$ cat src/rtl/rc_defs.sv
// rtl/rc_defs.sv - shared state encoding and default timing for the reconfiguration sequencer
package rc_defs;

  localparam logic [2:0] ST_IDLE = 3'd0;
  localparam logic [2:0] ST_REQ  = 3'd1;
  localparam logic [2:0] ST_XFER = 3'd2;
  localparam logic [2:0] ST_HOLD = 3'd3;
  localparam logic [2:0] ST_REL  = 3'd4;

  localparam int RST_HOLD_DEF    = 4;
  localparam int ACK_TIMEOUT_DEF = 1024;

  typedef enum logic [2:0] {
    IDLE = ST_IDLE,
    REQ  = ST_REQ,
    XFER = ST_XFER,
    HOLD = ST_HOLD,
    REL  = ST_REL
  } rc_state_e;

endpackage

$ cat src/rtl/rc_sequencer_if.sv
// rtl/rc_sequencer_if.sv - region handshake, transfer engine and status signals of the sequencer
interface rc_sequencer_if;

  logic rc_start;
  logic rc_reqn;
  logic rc_ackn;
  logic rc_rstn;
  logic rc_isolate;
  logic xfer_start;
  logic xfer_done;
  logic rc_busy;
  logic rc_done;
  logic rc_timeout;

  modport master (
    input  rc_start, rc_ackn, xfer_done,
    output rc_reqn, rc_rstn, rc_isolate, xfer_start, rc_busy, rc_done, rc_timeout
  );

  modport slave (
    output rc_start, rc_ackn, xfer_done,
    input  rc_reqn, rc_rstn, rc_isolate, xfer_start, rc_busy, rc_done, rc_timeout
  );

endinterface

$ cat src/rtl/rc_sequencer_timer.sv
// rtl/rc_sequencer_timer.sv - clearable saturating up-counter flagging the LIMIT-th enabled edge
module rc_timer #(
  parameter int LIMIT = 1
) (
  input  logic clk,
  input  logic rstn,
  input  logic clr,
  input  logic en,
  output logic tc
);

  // LIMIT of 0 means the terminal count never fires
  localparam int W = (LIMIT < 1) ? 1 : $clog2(LIMIT + 1);

  logic [W-1:0] cnt_q, cnt_d;
  logic [W:0]   cnt_inc;

  // tc is high on the enabled edge that brings the count to LIMIT; count saturates
  always_comb begin
    cnt_inc = {1'b0, cnt_q} + (W+1)'(1);
    tc      = (LIMIT != 0) && en && (cnt_inc == (W+1)'(LIMIT));
    cnt_d   = cnt_q;
    if (clr) begin
      cnt_d = '0;
    end else if (en && (cnt_q != W'(LIMIT))) begin
      cnt_d = cnt_inc[W-1:0];
    end
  end

  // count register
  always_ff @(posedge clk) begin
    if (!rstn) begin
      cnt_q <= '0;
    end else begin
      cnt_q <= cnt_d;
    end
  end

endmodule

$ cat src/rtl/rc_sequencer.sv
// rtl/rc_sequencer.sv - static-side reconfiguration sequencer for one reconfigurable region
module rc_sequencer
  import rc_defs::*;
#(
  parameter int RST_HOLD    = RST_HOLD_DEF,
  parameter int ACK_TIMEOUT = ACK_TIMEOUT_DEF
) (
  input  logic          clk,
  input  logic          rstn,
  rc_sequencer_if.master bus
);

  rc_state_e state_q, state_d;
  logic rc_reqn_q, rc_reqn_d;
  logic rc_rstn_q, rc_rstn_d;
  logic rc_isolate_q, rc_isolate_d;
  logic xfer_start_q, xfer_start_d;
  logic rc_busy_q, rc_busy_d;
  logic rc_done_q, rc_done_d;
  logic rc_timeout_q, rc_timeout_d;
  logic tmo_tc, hold_tc;

  rc_timer #(.LIMIT(ACK_TIMEOUT)) u_tmo_timer (
    .clk  (clk),
    .rstn (rstn),
    .clr  (state_q != REQ),
    .en   (state_q == REQ),
    .tc   (tmo_tc)
  );

  rc_timer #(.LIMIT(RST_HOLD)) u_hold_timer (
    .clk  (clk),
    .rstn (rstn),
    .clr  (state_q != HOLD),
    .en   (state_q == HOLD),
    .tc   (hold_tc)
  );

  // next state, event pulses, and region outputs decoded from the next state
  always_comb begin
    state_d      = state_q;
    xfer_start_d = 1'b0;
    rc_done_d    = 1'b0;
    rc_timeout_d = 1'b0;
    case (state_q)
      IDLE: if (bus.rc_start) state_d = REQ;
      REQ: begin
        if (!bus.rc_ackn) begin
          state_d      = XFER;
          xfer_start_d = 1'b1;
        end else if (tmo_tc) begin
          state_d      = IDLE;
          rc_timeout_d = 1'b1;
        end
      end
      // a done seen alongside xfer_start belongs to a previous transfer
      XFER: if (bus.xfer_done && !xfer_start_q) state_d = HOLD;
      HOLD: if (hold_tc) state_d = REL;
      REL: begin
        state_d   = IDLE;
        rc_done_d = 1'b1;
      end
      default: state_d = IDLE;
    endcase

    rc_reqn_d    = 1'b1;
    rc_rstn_d    = 1'b1;
    rc_isolate_d = 1'b0;
    rc_busy_d    = (state_d != IDLE);
    case (state_d)
      REQ:        rc_reqn_d = 1'b0;
      XFER, HOLD: begin
        rc_rstn_d    = 1'b0;
        rc_isolate_d = 1'b1;
      end
      REL:        rc_isolate_d = 1'b1;
      default:    ;
    endcase
  end

  // state and output registers; reset keeps the region isolated and in reset
  always_ff @(posedge clk) begin
    if (!rstn) begin
      state_q      <= IDLE;
      rc_reqn_q    <= 1'b1;
      rc_rstn_q    <= 1'b0;
      rc_isolate_q <= 1'b1;
      xfer_start_q <= 1'b0;
      rc_busy_q    <= 1'b0;
      rc_done_q    <= 1'b0;
      rc_timeout_q <= 1'b0;
    end else begin
      state_q      <= state_d;
      rc_reqn_q    <= rc_reqn_d;
      rc_rstn_q    <= rc_rstn_d;
      rc_isolate_q <= rc_isolate_d;
      xfer_start_q <= xfer_start_d;
      rc_busy_q    <= rc_busy_d;
      rc_done_q    <= rc_done_d;
      rc_timeout_q <= rc_timeout_d;
    end
  end

  assign bus.rc_reqn    = rc_reqn_q;
  assign bus.rc_rstn    = rc_rstn_q;
  assign bus.rc_isolate = rc_isolate_q;
  assign bus.xfer_start = xfer_start_q;
  assign bus.rc_busy    = rc_busy_q;
  assign bus.rc_done    = rc_done_q;
  assign bus.rc_timeout = rc_timeout_q;

endmodule

$ cat src/flat_wrapper.sv
// flat-port wrapper written by rule: the top's interface ports become plain ports
module rc_sequencer_flat import rc_defs::*;
#(
  parameter int RST_HOLD    = RST_HOLD_DEF,
  parameter int ACK_TIMEOUT = ACK_TIMEOUT_DEF
)
  (clk, rstn, bus_rc_start, bus_rc_ackn, bus_xfer_done, bus_rc_reqn, bus_rc_rstn, bus_rc_isolate, bus_xfer_start, bus_rc_busy, bus_rc_done, bus_rc_timeout);
  rc_sequencer_if bus_i ();
  input  logic clk;
  input  logic rstn;
  input wire logic [$bits(bus_i.rc_start)-1:0] bus_rc_start;
  input wire logic [$bits(bus_i.rc_ackn)-1:0] bus_rc_ackn;
  input wire logic [$bits(bus_i.xfer_done)-1:0] bus_xfer_done;
  output wire logic [$bits(bus_i.rc_reqn)-1:0] bus_rc_reqn;
  output wire logic [$bits(bus_i.rc_rstn)-1:0] bus_rc_rstn;
  output wire logic [$bits(bus_i.rc_isolate)-1:0] bus_rc_isolate;
  output wire logic [$bits(bus_i.xfer_start)-1:0] bus_xfer_start;
  output wire logic [$bits(bus_i.rc_busy)-1:0] bus_rc_busy;
  output wire logic [$bits(bus_i.rc_done)-1:0] bus_rc_done;
  output wire logic [$bits(bus_i.rc_timeout)-1:0] bus_rc_timeout;
  assign bus_i.rc_start = bus_rc_start;
  assign bus_i.rc_ackn = bus_rc_ackn;
  assign bus_i.xfer_done = bus_xfer_done;
  assign bus_rc_reqn = bus_i.rc_reqn;
  assign bus_rc_rstn = bus_i.rc_rstn;
  assign bus_rc_isolate = bus_i.rc_isolate;
  assign bus_xfer_start = bus_i.xfer_start;
  assign bus_rc_busy = bus_i.rc_busy;
  assign bus_rc_done = bus_i.rc_done;
  assign bus_rc_timeout = bus_i.rc_timeout;
  rc_sequencer #(.RST_HOLD(RST_HOLD), .ACK_TIMEOUT(ACK_TIMEOUT)) u_core (.clk(clk), .rstn(rstn), .bus(bus_i));
endmodule
$ cat config.mk
export PLATFORM = sky130hd
export DESIGN_NAME = rc_sequencer_flat
export DESIGN_NICKNAME = d
export VERILOG_FILES = /design/src/rtl/rc_defs.sv /design/src/rtl/rc_sequencer_if.sv /design/src/rtl/rc_sequencer_timer.sv /design/src/rtl/rc_sequencer.sv /design/src/flat_wrapper.sv
export SDC_FILE = /design/constraint.sdc
export NUM_CORES = 1
export LEC_CHECK = 0
export ABC_AREA = 1
export CAP_MARGIN = 20
export CORE_ASPECT_RATIO = 1.1
export CORE_UTILIZATION = 30
export CTS_CLUSTER_DIAMETER = 40
export CTS_CLUSTER_SIZE = 28
export DETAILED_ROUTE_END_ITERATION = 8
export RECOVER_POWER = 100
export SLEW_MARGIN = 25
export SYNTH_ARGS = -nofsm -noshare
export SYNTH_HDL_FRONTEND = slang
export SYNTH_SLANG_ARGS = --single-unit
$ cat constraint.sdc
create_clock -name clk -period 4.56 [get_ports clk]
set_input_delay 0.912 -clock clk [delete_from_list [all_inputs] [get_ports clk]]
set_output_delay 0.912 -clock clk [all_outputs]
set_load 0.05 [all_outputs]
======== Word level (Yosys, flattened, before mapping) ========
Index checks and enable logic that the tools add are counted.
storage, ports and cells
  memory bits (read-only) ................. 0
  flip-flop bits (word level) ............. 24
  word-level logic and storage cells ...... 53
  memory bits (writable) .................. 0
  input port bits ......................... 5
  memories kept ........................... 0
  latch bits .............................. 0
cells by class
  reduce and logical (&&, ||, !) cells .... 14
  shifts and indexed selects .............. 0
  $add $sub $neg .......................... 2
  $mul .................................... 0
  mux-type cells .......................... 12
  order comparisons ....................... 0
  equal/unequal tests ..................... 14
  bitwise logic cells ..................... 1
  div/mod/pow operators ................... 0
operators by type and width
  kind                   count
  $mux 3                 5
  $add 11x1->12 const B  1
  $eq 12x11->1 const B   1
  $eq 3x2->1 const B     4
  $pmux 3 s4             1
  $ne 11x11->1 const B   1
  $eq 3x1->1 const B     2
  $eq 3x3->1 const B     2
  $mux 1                 6
  $reduce_or 2->1        3
  $logic_and 1x1->1      5
  $add 3x1->4 const B    1
  $eq 4x3->1 const B     1
  $logic_not 3->1        1
  $ne 3x1->1 const B     1
  $ne 3x2->1 const B     1
  $ne 3x3->1 const B     1
  $reduce_and 3->1       1
  $reduce_bool 3->1      1
  $reduce_or 3->1        1
  $reduce_and 2->1       1
  $logic_not 1->1        1
  $not 1->1              1

======== Longest topological paths before layout ========
  word-level depth ........................ 9
  mapped depth ............................ 13
  gate-level depth less buffers ........... 13

======== Hierarchy ========
Synthesis repeated with hierarchy kept, for this count alone.
second synthesis, totals
  cell total of the unflattened synthesis .. 217
  area total of the unflattened synthesis .. 1380.1 µm²
modules (own cells, without submodules)
  module                          instances  area an instance (µm²)  cells an instance
  rc_timer (u_core.u_tmo_timer)   1          754.5                   131
  rc_sequencer                    1          407.9                   53
  rc_timer (u_core.u_hold_timer)  1          217.7                   33

======== Least setup slack after synthesis ========
OpenSTA, ideal clock, no wires.
  path kind ............................... input port to flip-flop
  start point ............................. input port rstn
  end point ............................... register u_core.u_tmo_timer.cnt_q[7]
  path slack .............................. 3.005 ns
  arrival time ............................ 1.485 ns
  stages .................................. 6
  required time ........................... 4.490 ns
  path through ............................ inv_1 > nor2_2 > inv_1 > nor2_4 > inv_1 > a21oi_1
between the ends
  longest elaborated chain between the ends .. 2
ends and longest elaborated chain
  element                           RTL line                  text
  from (decl)                       flat_wrapper.sv:10        input logic rstn;
  $not 1->1 (no source line)        -
  $reduce_or 2->1 (no source line)  -
  to (signal assigned)              rc_sequencer_timer.sv:35  cnt_q <= cnt_d;
  to (decl)                         rc_sequencer_timer.sv:15  logic [W-1:0] cnt_q, cnt_d;
Every way passes these cells.
A chain may end at the register's enable or synchronous reset.

======== Worst setup path in the final report ========
  start point ............................. register u_core.xfer_start_q, in the netlist u_core.bus.xfer_start
  end point ............................... output port bus_xfer_start
RTL lines
  element                 RTL line            text
  from (decl)             rc_sequencer.sv:17  logic xfer_start_q, xfer_start_d;
  from (signal assigned)  rc_sequencer.sv:97  xfer_start_q <= xfer_start_d;
  to (decl)               flat_wrapper.sv:17  output wire logic [$bits(bus_i.xfer_start)-1:0] bus_xfer_start;
No word-level cell between the ends.

==> metrics <==
outcome complete, no violations; Routed wire per std cell a little under 10 um; GRT Overall Usage 12.1%; mean area per synthesized cell 6.87 um2; Slew Limit Fails 0; Static Leak between 0.6 and 0.7 nW; synthesis-to-layout area growth 16.8%; WP buf/inv 1; Gate Count Post-Synth between 150 and 200; slowest cell on the critical path dlygate4sd3_1; Critical Path Source u_core.bus.xfer_start; Die Ht 71.0 um; Syn. warnings 0; Post-route DRC 0; multiplexer area fraction after synthesis 0%; CP arrival 1480 ps; Final Core Density 37.4%; Synth cell types 22; Yosys top cell area share 37.0%; maximum clock insertion buffer count 2; main combinational cell family by area after synthesis simple AND/OR/NAND/NOR gates; share of post-route cells with drive strength above 1 9.80%; ranking of synthesized cells by area dfxtp_1 37%, nand2_1 16%, inv_1 9.5%, ha_1 5.8%, nand3_1 5.4%; worst clock skew 2.37 ps; hold path depth 2; post-synthesis simple-gate area fraction 40.0%; Horiz. Die Dim 64.7 um; post-synthesis adder-cell area fraction 5.78%; Hold Buf Count CTS 0; Syn Nets 200; R2R setup slack 2750 ps; CTS Buf Count 3; maxcap violations 0; initial antenna violation count 0; reg2reg start u_core.u_tmo_timer.cnt_q[0]; Pwr Density 297 nW/um2; RSZ-0062 raised after global routing no; critical path required time 3650 ps; Rows 24; vias in the first global route 1,090; n_diodes 0; final setup TNS 0 ps; number of setup violations in the final report 0; largest net degree at the start of global routing 14; Seq/Total Area, Yosys a little under two fifths; critical path's largest stage delay 870 ps; Rel. slew slack 65.5%; Fmax achieved 418 MHz; top cell family by delay on the critical path buffers and inverters; initial DRC count 99; hold path startpoint u_core.state_q[2]; clock sinks 24; Hold/Removal Path Class reg -> reg; first-pass GRT wire length between 4000 and 5000 um; #FFs+latches synth 24; Synth Area in XOR/XNOR 0.674%; fin crit period 2390 ps; drt first pass iters 4; Max VDD drop about 0.17 mV; Fin. Hold Viols 0; Skew-Pair Late Insertion Delay 260 ps; PostCTS Resize Cnt 0; GRT Residual Overflow 0; post-synthesis cell area 1300 um2; Worst Setup End Kind primary output; TritonCTS clock tree yes; Core ar. about 4100 um2; Synth area leader dfxtp_1; via count around 1,100; final WL around 2500 um; vias per inst 4.46; Final ANT Viol Nets 0; Clock transition at path regs 80 ps; Max FO, Critical Path 2; Worst R2R Path Depth 12; Nets 216; DPL Wire Length 2070 um; clock root cell clkbuf_8; crit path cell chain dlygate4sd3_1; Buffers on Ports 11; Synth Area in Compound Gates 6.74%; Worst R2R End u_core.bus.rc_busy; setup bufs post-CTS 0; Die ar. 4600 um2; Initial Utilization 32.0%; WHS Endpoint u_core.bus.rc_done; Placer Congestion 0.771; num ports 12; Critical Setup Path Class reg -> out; Slew @ Worst Pin 516 ps; period utilization roughly 52%; Setup crit start kind flip-flop; CTS H-tree lvls 1
area by class of cell:
cell class                 count  area [um2]
tap                           52        65.1
multi-input combinational    131         678
inverter                      34         128
fill                         442        2540
clock buffer                   4        55.1
sequential                    24         480
timing repair buffer          11         110
power by group:
group	internal [mW]	switching, mW	total, mW
Sequential	0.222	0.0103	0.232
Combinational	0.0250	0.0543	0.0793
Clock	0.0770	0.0626	0.140
registers in the layout, summed over array words and instances (netlist names):
name	flops
u_core.bus.rc_reqn	1
u_core.bus.rc_timeout	1
u_core.u_tmo_timer.cnt_q	11
u_core.state_q	3
u_core.u_hold_timer.cnt_q	3
u_core.bus.rc_done	1
u_core.bus.xfer_start	1
u_core.bus.rc_isolate	1
u_core.bus.rc_rstn	1
u_core.bus.rc_busy	1
through the flow:
step / instances / hold WS, ps / power, mW / instance area (um2) / worst slack [ps]
final: 256 / 524 / 0.451 / 1520 / 2170
after CTS: 256 / 519 / 0.458 / 1530 / 2230
after global placement: 252 / 510 / 0.321 / 1470 / 2360
after global routing: 256 / 552 / 0.475 / 1520 / 2130
after detailed placement: 252 / 508 / 0.320 / 1470 / 2310
after floorplan: 189 / 446 / 0.295 / 1300 / 3010
worst max path at each step:
stage / slack (ps) / end / cells past startpoint
finish: 2170 / bus_xfer_start / 1
global route: 2130 / u_core.u_tmo_timer.cnt_q[7] / 7
CTS: 2230 / bus_xfer_start / 1
detailed placement: 2310 / u_core.u_tmo_timer.cnt_q[7] / 7
global placement: 2360 / u_core.u_tmo_timer.cnt_q[9] / 7
floorplan: 3010 / u_core.u_tmo_timer.cnt_q[7] / 6
synth_stat cells (all sizes together):
| library cell | count |
|---|---|
| nand2 | 58 |
| inv | 34 |
| dfxtp | 24 |
| nor2 | 23 |
| nand3 | 18 |
| a21oi | 8 |
| ha | 6 |
| o21ai | 6 |
| nor3 | 5 |
| nand4 | 2 |
| a211oi | 1 |
| nand3b | 1 |
| nor4 | 1 |
| o311a | 1 |
| xor2 | 1 |
kinds of logic after synthesis:
logic type / Yosys count
xor gates and xnor gates: 1
buffers and inverters: 34
and+or+nand+nor: 108
adders and majority gates: 6
AOI/OAI and AO/OA: 16
DFF: 24
routing by layer:
layer,routed length [um],share of wire (%),vias up,track usage [%]
li1,-,-,620,-
met1,1200,48,504,14.6
met2,1240,49,14,21.3
met3,52,2.1,5,1.45
met4,34,1.3,0,4.94
met5,0,0,-,0
layout by cell type (no fill, tap or decap), drive strengths merged:
cell type      instances
inv                   34
nor2                  23
clkbuf                 4
nand2                 58
dlygate4sd3            9
a21oi                  8
o21ai                  6
xor2                   1
nand3b                 1
ha                     6
nand4                  2
clkdlybuf4s50          2
nor3                   5
nand3                 18
dfxtp                 24
o311a                  1
nor4                   1
a211oi                 1
(Power assumes the default switching activity.)
